[config.mk]
export PLATFORM = sky130hd
export DESIGN_NAME = keypad_scanner
export DESIGN_NICKNAME = d
export VERILOG_FILES = /design/src/rtl/keypad_scanner.sv
export SDC_FILE = /design/constraint.sdc
export NUM_CORES = 1
export LEC_CHECK = 0
export ABC_AREA = 0
export BUFFER_PORTS_ARGS = -buffer_cell sky130_fd_sc_hd__buf_2
export CAP_MARGIN = 30
export CORE_UTILIZATION = 45
export DETAILED_ROUTE_END_ITERATION = 8
export PLACE_DENSITY = 0.71
export REMOVE_ABC_BUFFERS = 1
export SYNTH_ARGS = -nofsm -noshare
export SYNTH_HDL_FRONTEND = slang
export SYNTH_SLANG_ARGS = --single-unit
[constraint.sdc]
create_clock -name clk_i -period 14.6 [get_ports clk_i]
set_input_delay 0.73 -clock clk_i [delete_from_list [all_inputs] [get_ports clk_i]]
set_output_delay 0.73 -clock clk_i [all_outputs]
set_load 0.005 [all_outputs]
[src/rtl/keypad_scanner.sv]
//=============================================================================
// Module      : keypad_scanner
// Description : 4x4 matrix keypad reader. Strobes one active-low column at a
//               time, samples the active-low row lines through a two-flop
//               synchronizer, builds one scan frame per full column rotation,
//               debounces across frames and hands each accepted key code to
//               the consumer over a valid/ready handshake.
// Ports       : clk_i        - single clock, rising edge
//               reset_ni     - synchronous, active-low reset
//               col_n_o[3:0] - rotating column strobe, exactly one bit low
//               row_n_i[3:0] - row sense lines, active-low, asynchronous
//               key_code_o   - accepted key, row*4 + col
//               key_valid_o  - key_code_o is pending
//               key_ready_i  - consumer takes the code with key_valid_o
//               key_held_o   - a debounced key is down
//               key_lost_o   - one-cycle pulse when an event is dropped
// Options     : define KEYPAD_AUTOREPEAT_EN to emit a repeat event every
//               REPEAT_SCANS frames while a key stays held.
// Revision    : 1.0 - initial release
//=============================================================================
`default_nettype none

module keypad_scanner #(
    parameter int SCAN_DIV     = 1000,
    parameter int DEBOUNCE     = 4,
    parameter int REPEAT_SCANS = 32
) (
    input  logic       clk_i,
    input  logic       reset_ni,
    output logic [3:0] col_n_o,
    input  logic [3:0] row_n_i,
    output logic [3:0] key_code_o,
    output logic       key_valid_o,
    input  logic       key_ready_i,
    output logic       key_held_o,
    output logic       key_lost_o
);

    localparam int                 DIV_W    = (SCAN_DIV > 1) ? $clog2(SCAN_DIV) : 1;
    localparam logic [DIV_W-1:0]   DIV_LAST = DIV_W'(SCAN_DIV - 1);
    localparam logic [3:0]         DEB_TGT  = 4'(DEBOUNCE);

    // Elaboration-time parameter legality
    if (SCAN_DIV < 4) begin : g_bad_scan_div
        $error("keypad_scanner: SCAN_DIV must be at least 4");
    end
    if ((DEBOUNCE < 1) || (DEBOUNCE > 15)) begin : g_bad_debounce
        $error("keypad_scanner: DEBOUNCE must be in 1..15");
    end
    if (REPEAT_SCANS < 1) begin : g_bad_repeat
        $error("keypad_scanner: REPEAT_SCANS must be at least 1");
    end

    typedef enum logic [1:0] {
        S_IDLE = 2'd0,
        S_DEB  = 2'd1,
        S_HELD = 2'd2,
        S_REL  = 2'd3
    } state_t;

    //-------------------------------------------------------------------------
    // Row synchronizer
    //-------------------------------------------------------------------------
    logic [3:0] row_s1_q;
    logic [3:0] row_s2_q;

    always_ff @(posedge clk_i) begin
        if (!reset_ni) begin
            row_s1_q <= 4'hF;
            row_s2_q <= 4'hF;
        end else begin
            row_s1_q <= row_n_i;
            row_s2_q <= row_s1_q;
        end
    end

    //-------------------------------------------------------------------------
    // Column dwell timer and strobe rotation
    //-------------------------------------------------------------------------
    logic [DIV_W-1:0] dwell_q;
    logic [1:0]       col_q;
    logic [3:0]       col_n_q;
    logic             dwell_end;
    logic             frame_end;

    assign dwell_end = (dwell_q == DIV_LAST);
    assign frame_end = dwell_end && (col_q == 2'd3);

    always_ff @(posedge clk_i) begin
        if (!reset_ni) begin
            dwell_q <= '0;
            col_q   <= 2'd0;
            col_n_q <= 4'b1110;
        end else if (dwell_end) begin
            dwell_q <= '0;
            col_q   <= col_q + 2'd1;
            col_n_q <= {col_n_q[2:0], col_n_q[3]};
        end else begin
            dwell_q <= dwell_q + DIV_W'(1);
        end
    end

    //-------------------------------------------------------------------------
    // Frame capture: bit {row,col} is set when that key reads as pressed.
    // Each column dwell overwrites only its own four bits, so a frame never
    // needs an explicit clear.
    //-------------------------------------------------------------------------
    logic [15:0] frame_q;
    logic [15:0] frame_d;

    always_comb begin
        frame_d = frame_q;
        for (int r = 0; r < 4; r++) begin
            frame_d[{2'(r), col_q}] = ~row_s2_q[r];
        end
    end

    always_ff @(posedge clk_i) begin
        if (!reset_ni) begin
            frame_q <= '0;
        end else if (dwell_end) begin
            frame_q <= frame_d;
        end
    end

    // Frame result: single key vs none; two or more keys count as none
    logic [4:0] n_down;
    logic [3:0] hit_idx;
    logic       single;

    always_comb begin
        n_down  = '0;
        hit_idx = '0;
        for (int i = 0; i < 16; i++) begin
            if (frame_d[i]) begin
                n_down  = n_down + 5'd1;
                hit_idx = 4'(i);
            end
        end
    end

    assign single = (n_down == 5'd1);

    //-------------------------------------------------------------------------
    // Debounce FSM, evaluated once per frame end
    //-------------------------------------------------------------------------
    state_t     state_q, state_d;
    logic [3:0] cand_q,  cand_d;
    logic [3:0] cnt_q,   cnt_d;
    logic [3:0] cnt_inc;
    logic       is_cand;
    logic       emit;

`ifdef KEYPAD_AUTOREPEAT_EN
    localparam int               RPT_W   = $clog2(REPEAT_SCANS + 1);
    localparam logic [RPT_W-1:0] RPT_TGT = RPT_W'(REPEAT_SCANS);
    logic [RPT_W-1:0] rpt_q, rpt_d;
    logic [RPT_W-1:0] rpt_inc;
    assign rpt_inc = (rpt_q == {RPT_W{1'b1}}) ? rpt_q : rpt_q + RPT_W'(1);
`endif

    assign cnt_inc = (cnt_q == 4'hF) ? cnt_q : cnt_q + 4'd1;
    assign is_cand = single && (hit_idx == cand_q);

    always_comb begin
        state_d = state_q;
        cand_d  = cand_q;
        cnt_d   = cnt_q;
        emit    = 1'b0;
`ifdef KEYPAD_AUTOREPEAT_EN
        rpt_d   = rpt_q;
`endif
        if (frame_end) begin
            case (state_q)
                S_IDLE: begin
                    if (single) begin
                        cand_d = hit_idx;
                        cnt_d  = 4'd1;
                        if (DEB_TGT == 4'd1) begin
                            emit    = 1'b1;
                            state_d = S_HELD;
`ifdef KEYPAD_AUTOREPEAT_EN
                            rpt_d   = '0;
`endif
                        end else begin
                            state_d = S_DEB;
                        end
                    end
                end
                S_DEB: begin
                    if (!single) begin
                        state_d = S_IDLE;
                    end else if (is_cand) begin
                        cnt_d = cnt_inc;
                        if (cnt_inc >= DEB_TGT) begin
                            emit    = 1'b1;
                            state_d = S_HELD;
`ifdef KEYPAD_AUTOREPEAT_EN
                            rpt_d   = '0;
`endif
                        end
                    end else begin
                        cand_d = hit_idx;
                        cnt_d  = 4'd1;
                    end
                end
                S_HELD: begin
                    if (!is_cand) begin
                        cnt_d = 4'd1;
                        // A one-frame release window needs no REL stay
                        state_d = (DEB_TGT == 4'd1) ? S_IDLE : S_REL;
                    end else begin
`ifdef KEYPAD_AUTOREPEAT_EN
                        if (rpt_inc == RPT_TGT) begin
                            emit  = 1'b1;
                            rpt_d = '0;
                        end else begin
                            rpt_d = rpt_inc;
                        end
`endif
                    end
                end
                default: begin // S_REL
                    if (is_cand) begin
                        state_d = S_HELD;
`ifdef KEYPAD_AUTOREPEAT_EN
                        rpt_d   = '0;
`endif
                    end else begin
                        cnt_d = cnt_inc;
                        if (cnt_inc >= DEB_TGT) begin
                            state_d = S_IDLE;
                        end
                    end
                end
            endcase
        end
    end

    //-------------------------------------------------------------------------
    // State, event issue and handshake registers
    //-------------------------------------------------------------------------
    logic [3:0] code_q;
    logic       valid_q;
    logic       lost_q;

    always_ff @(posedge clk_i) begin
        if (!reset_ni) begin
            state_q <= S_IDLE;
            cand_q  <= '0;
            cnt_q   <= '0;
            code_q  <= '0;
            valid_q <= 1'b0;
            lost_q  <= 1'b0;
`ifdef KEYPAD_AUTOREPEAT_EN
            rpt_q   <= '0;
`endif
        end else begin
            state_q <= state_d;
            cand_q  <= cand_d;
            cnt_q   <= cnt_d;
            lost_q  <= 1'b0;
`ifdef KEYPAD_AUTOREPEAT_EN
            rpt_q   <= rpt_d;
`endif
            if (emit) begin
                // A code still waiting without a same-cycle accept is kept;
                // the new event is dropped and flagged instead.
                if (!valid_q || key_ready_i) begin
                    code_q  <= cand_d;
                    valid_q <= 1'b1;
                end else begin
                    lost_q  <= 1'b1;
                end
            end else if (key_ready_i) begin
                valid_q <= 1'b0;
            end
        end
    end

    assign col_n_o     = col_n_q;
    assign key_code_o  = code_q;
    assign key_valid_o = valid_q;
    assign key_lost_o  = lost_q;
    assign key_held_o  = (state_q == S_HELD) || (state_q == S_REL);

endmodule

`default_nettype wire

Word level (Yosys, flattened, before mapping)
Index checks and enable logic that the tools add are counted.

storage, ports and cells
  register bits after elaboration = 56
  latch bits = 0
  memory bits (writable) = 0
  memory bits (read-only) = 0
  input port bits = 7
  logic and storage cells = 149
  memories = 0

cells by class
  add/sub/neg operators = 18
  multipliers = 0
  divide/modulo/power cells = 0
  order comparisons = 9
  eq/ne operators = 15
  shift-type cells = 0
  multiplexer cells = 72
  bitwise gates (word level) = 5
  reduce and logical (&&, ||, !) cells = 18

operator list
  cell                   count
  $mux 4                 24
  $add 5x1->5 const B    15
  $mux 5                 15
  $bwmux 16              4
  $mux 1                 15
  $mux 2                 7
  $pmux 4 s3             1
  $add 10x1->10 const B  1
  $eq 10x10->1 const B   1
  $lt 4x5->1 const B     2
  $demux 1 s2            4
  $ge 4x1->1 const B     2
  $pmux 4 s2             1
  $eq 2x2->1 const B     3
  $logic_and 1x1->1      6
  $ne 2x2->1 const B     3
  $ne 3x3->1 const B     2
  $pmux 2 s3             1
  $reduce_and 2->1       3
  $reduce_and 6->1       1
  $eq 5x1->1 const B     1
  $lt 2x5->1 const B     1
  $lt 3x5->1 const B     1
  $not 1->1              5
  17 further kinds       18

Logic depth before layout (Yosys ltp)
  depth after elaboration = 47
  gate-level depth with buffers = 61
  gate-level depth less buffers = 59

Least setup slack after synthesis
No wires, ideal clock.

  path kind = register to register
  from = register col_q[0]
  to = register code_q[0], in the netlist key_code_o[0]
  arrival time = 9.975 ns
  required time = 14.479 ns
  path slack = 4.504 ns
  cell stages (with the launch flop) = 59
  buffers on the path = 2
  period minus slack after synthesis = 10.096 ns
  cell sequence = dfxtp_1 inv_1 ha_1 buf_2 buf_1 nand2_1 o21ai_0 ha_1 xnor2_1 ha_1 a21oi_1 a21oi_1 ha_1 inv_1 mux2_2 nor2_1 ha_1 nand2_1 [... 23 more ...] nand2_1 o31ai_1 ha_1 mux2i_1 inv_1 ha_1 a21o_1 ha_1 xnor2_1 xnor2_1 and4b_1 o211ai_1 o211ai_1 nand2_1 mux2_4 or3_1 mux2i_1 o21ai_1

between the ends
  longest elaborated chain between the ends = 46

RTL lines
  what                                                            line  RTL
  start: declaration                                              81    logic [1:0] col_q;
  start signal: assignment                                        96    col_q <= col_q + 2'd1;
  $lt 2x5->1 (implied by the code) or $ge 2x1->1 (tied branches)  114   frame_d[{2'(r), col_q}] = ~row_s2_q[r];
  $logic_and 1x1->1 (implied by the code)                         114
  $mux 1 (implied by the code)                                    114
  $demux 1 s2                                                     114
  $bwmux 16 (4 in a row)                                          114
  $mux 1                                                          135   if (frame_d[i]) begin
  $add 5x1->5                                                     136   n_down = n_down + 5'd1;
  $mux 5                                                          135
  [... 27 more ...]                                               -
  $mux 5                                                          135
  $eq 5x1->1                                                      142   assign single = (n_down == 5'd1);
  $logic_and 1x1->1                                               163   assign is_cand = single && (hit_idx == cand_q);
  $mux 1                                                          193   end else if (is_cand) begin
  $mux 1                                                          191   if (!single) begin
  $mux 1                                                          174   case (state_q)
  $mux 1                                                          173   if (frame_end) begin
  $reduce_and 2->1 (no source line)                               -
  end signal: assignment                                          270   code_q <= cand_d;
  end: declaration                                                243   logic [3:0] code_q;

Several ways; a longest one is shown, not always the timed one.
A chain may end at the register's enable or synchronous reset.

Final worst setup path
  from = register col_q[0]
  to = register code_q[1], in the netlist key_code_o[1]

The elaborated chain is that of the path after synthesis.

==> results.yml <==
layout:
  n_antenna_cell: 0
  fill_cells: 1040
  drive_above_1_share: 0.0856
  nets: 649
  layout_commonest_cell: "nand2_1"
  final_cell_mix: "nand2_1 (77), nor2_1 (68), dfxtp_1 (56)"
  area_growth_pct: 6.04
  stdcell_count: 755
  finalInstanceArea_um2: 5030
clocking:
  post_cts.repair.setup_buffers: 0
  cts_root_buf: "clkbuf_8"
  clockBufferDepth: 2
  path_clk_slew_ns: 0.11
  cts_repair_resize_count: 0
  clock-sinks: 56
  hold_buffers: 0
  cts_tree: "done"
  numCtsBuffers: 5
  clock_latency_ns: 0.31
  cts-htree-levels: 2
worst_hold_path:
  hold_path_class: "flip-flop to flip-flop"
  holdCritStartpoint: "row_s1_q[3]$_SDFF_PN1_"
drt:
  dr.pass1.iters: 5
  ant_nets: 0
  viasPerCell: 5.70
  initialDrtViolationCount: 230
  routedWlPerCell_um: 14.0
  wl_um: 10600
  vias: 4304
  drc_errors: 0
critical_path:
  slowest_delay_ns: 0.60
  timing.rr.start: "col_q[0]$_SDFFE_PN0N_"
  critPathMaxFanout: 19
  critical_path.slowest_cell: "ha_1"
  critical_path_class: "flip-flop to flip-flop"
  required_ns: 14.80
  crit_family: "adder cells"
  critPathArrivalTime_ns: 11.65
  crit_start: "col_q[0]$_SDFFE_PN0N_"
  setup.worst_path.end_class: "flip-flop"
  crit_buf_inv: 4
  crit_path_start_kind: "flip-flop"
  cp_common_cell: "ha_1"
timing:
  tightest_slew_ns: 0.809
  hold_viol_final: 0
  finalSetupTns_ns: 0
  fmax_mhz: 87.3
  hold_slack_ns: 0.408
  slew_violations: 0
  rsz0062_at_grt: "no"
  finalClockSkew_ns: 0.0149
  relSlewSlack: 0.461
  setup_viol: 0
  period_share: 0.784
  period_needed_ns: 11.45
flow_run:
  maxCapViolCount: 0
power_and_ir_drop:
  power_mw: 0.283
  peakVddDrop_mv: 0.0699
  powerDensity_nw_per_um2: 56.3
  p_leak_nw: 2.03
place:
  numPortBuffers: 17
  placedCellCount: 747
  place.gp.congestion: 0.976
  dpl.hpwl_um: 8090
  place_area_um2: 4940
floorplanning:
  initial_utilization: 0.462
  die-width_um: 105
  num_rows: 37
  die-area_um2: 11000
  core_um2: 10300
  ioPinCount: 18
  die_h_um: 105
synthesis:
  synth.largest_area_cell: "dfxtp_1"
  async_flop_share: 0
  avgSynthCellArea_um2: 7.75
  seq_area_frac_synth: 0.236
  syn_inst: 612
  synth_cell_types: 71
  synth-edff-count: 0
  ys_warn_count: 0
  synth_top_area_share: 0.236
  synth_area_um2: 4740
  synth_top_flop_cell: "dfxtp_1"
  ys_ff_latch: 56
  synthTopCellsByArea: "dfxtp_1 (24%), ha_1 (6.3%), nand2_1 (6.1%)"
grt:
  use_met2: 0.345
  met3_usage: 0.0162
  grt_overflow: 0
  grt_pass1_vias: 4041
  grt_usage: 0.199
  grt_max_degree: 31
  grt_pass1_wl_um: 18300
  antenna_found_initial: 0
  grt.busiest_layer: "met2"
  met1_usage: 0.270
run_status:
  status: "finished clean"
cell type report:
cell class	instances	area, um^2	share of cell area
clock buffers	5	68.8	0.0137
clock inverters	3	26.3	0.00522
flip-flops and latches	56	1120	0.223
well taps	136	170	0.0338
multi-input cells	513	3450	0.686
inverters	21	78.8	0.0157
repair buffers	21	115	0.0229
cell families after synthesis:
family	Yosys count	share of synthesized area
AO/OA/AOI/OAI	139	0.204
adder cells (fa/ha/maj)	24	0.0633
flip-flops	56	0.236
multiplexers	20	0.0451
AND/OR/NAND/NOR	274	0.282
XOR/XNOR	56	0.132
buffers and inverters	43	0.0374
final timing paths:
| kind | end | slack, ns | depth (start not counted) |
|---|---|---|---|
| max | key_code_o[1]$_SDFFE_PN0P_ | 3.15 | 56 |
| min | row_s2_q[3]$_SDFF_PN1_ | 0.41 | 1 |
| max reg2reg | key_code_o[1]$_SDFFE_PN0P_ | 3.15 | 56 |
| min reg2reg | row_s2_q[3]$_SDFF_PN1_ | 0.41 | 1 |
power by group:
group | switching (mW) | leakage, nW | internal, mW
Combinational | 0.0225 | 1.54 | 0.0157
Clock | 0.0539 | 0.0423 | 0.0350
Sequential | 0.00185 | 0.454 | 0.154
synthesized netlist by cell type (6+ instances only):
| cell | number |
|---|---|
| nand2_1 | 77 |
| nor2_1 | 68 |
| dfxtp_1 | 56 |
| a21oi_1 | 46 |
| xnor2_1 | 30 |
| nand3_1 | 26 |
| ha_1 | 24 |
| nand2b_1 | 23 |
| inv_1 | 20 |
| nor3_1 | 19 |
| o21ai_0 | 19 |
| clkbuf_1 | 17 |
| mux2i_1 | 15 |
| xor2_1 | 15 |
| nor2b_1 | 11 |
| and2_1 | 10 |
| and3_1 | 8 |
| o21a_1 | 8 |
| o21ai_1 | 8 |
| o211ai_1 | 7 |
| xnor3_1 | 6 |
state kept, by name (all words and copies together), names as in the netlist, 4 cells and up:
signal / count
cand_q: 4
cnt_q: 4
col_n_o: 4
dwell_q: 10
frame_q: 16
key_code_o: 4
row_s1_q: 4
row_s2_q: 4
routing by layer:
metal,vias up,part of all wire
met5,-,0
met2,91,0.47
li1,2185,-
met3,10,0.033
met4,0,0.0098
met1,2018,0.49
stage by stage:
stage	util	worst slack, ns
6_report	0.490	3.15
5_1_grt	0.490	2.38
4_1_cts	0.490	3.27
3_5_place_dp	0.480	3.31
3_3_place_gp	0.480	3.70
2_1_floorplan	-	4.57
worst register-to-register path, delay by kind of cell, from the launching register on:
kind | cells | cell delay [ns]
fa+ha+maj | 14 | 4.27
simple gates | 19 | 2.90
compound gates | 12 | 1.91
mux | 5 | 1.25
flops | 1 | 0.37
xor+xnor | 2 | 0.37
buf+inv | 4 | 0.27
Note: power is estimated with default switching activity, not from simulation.
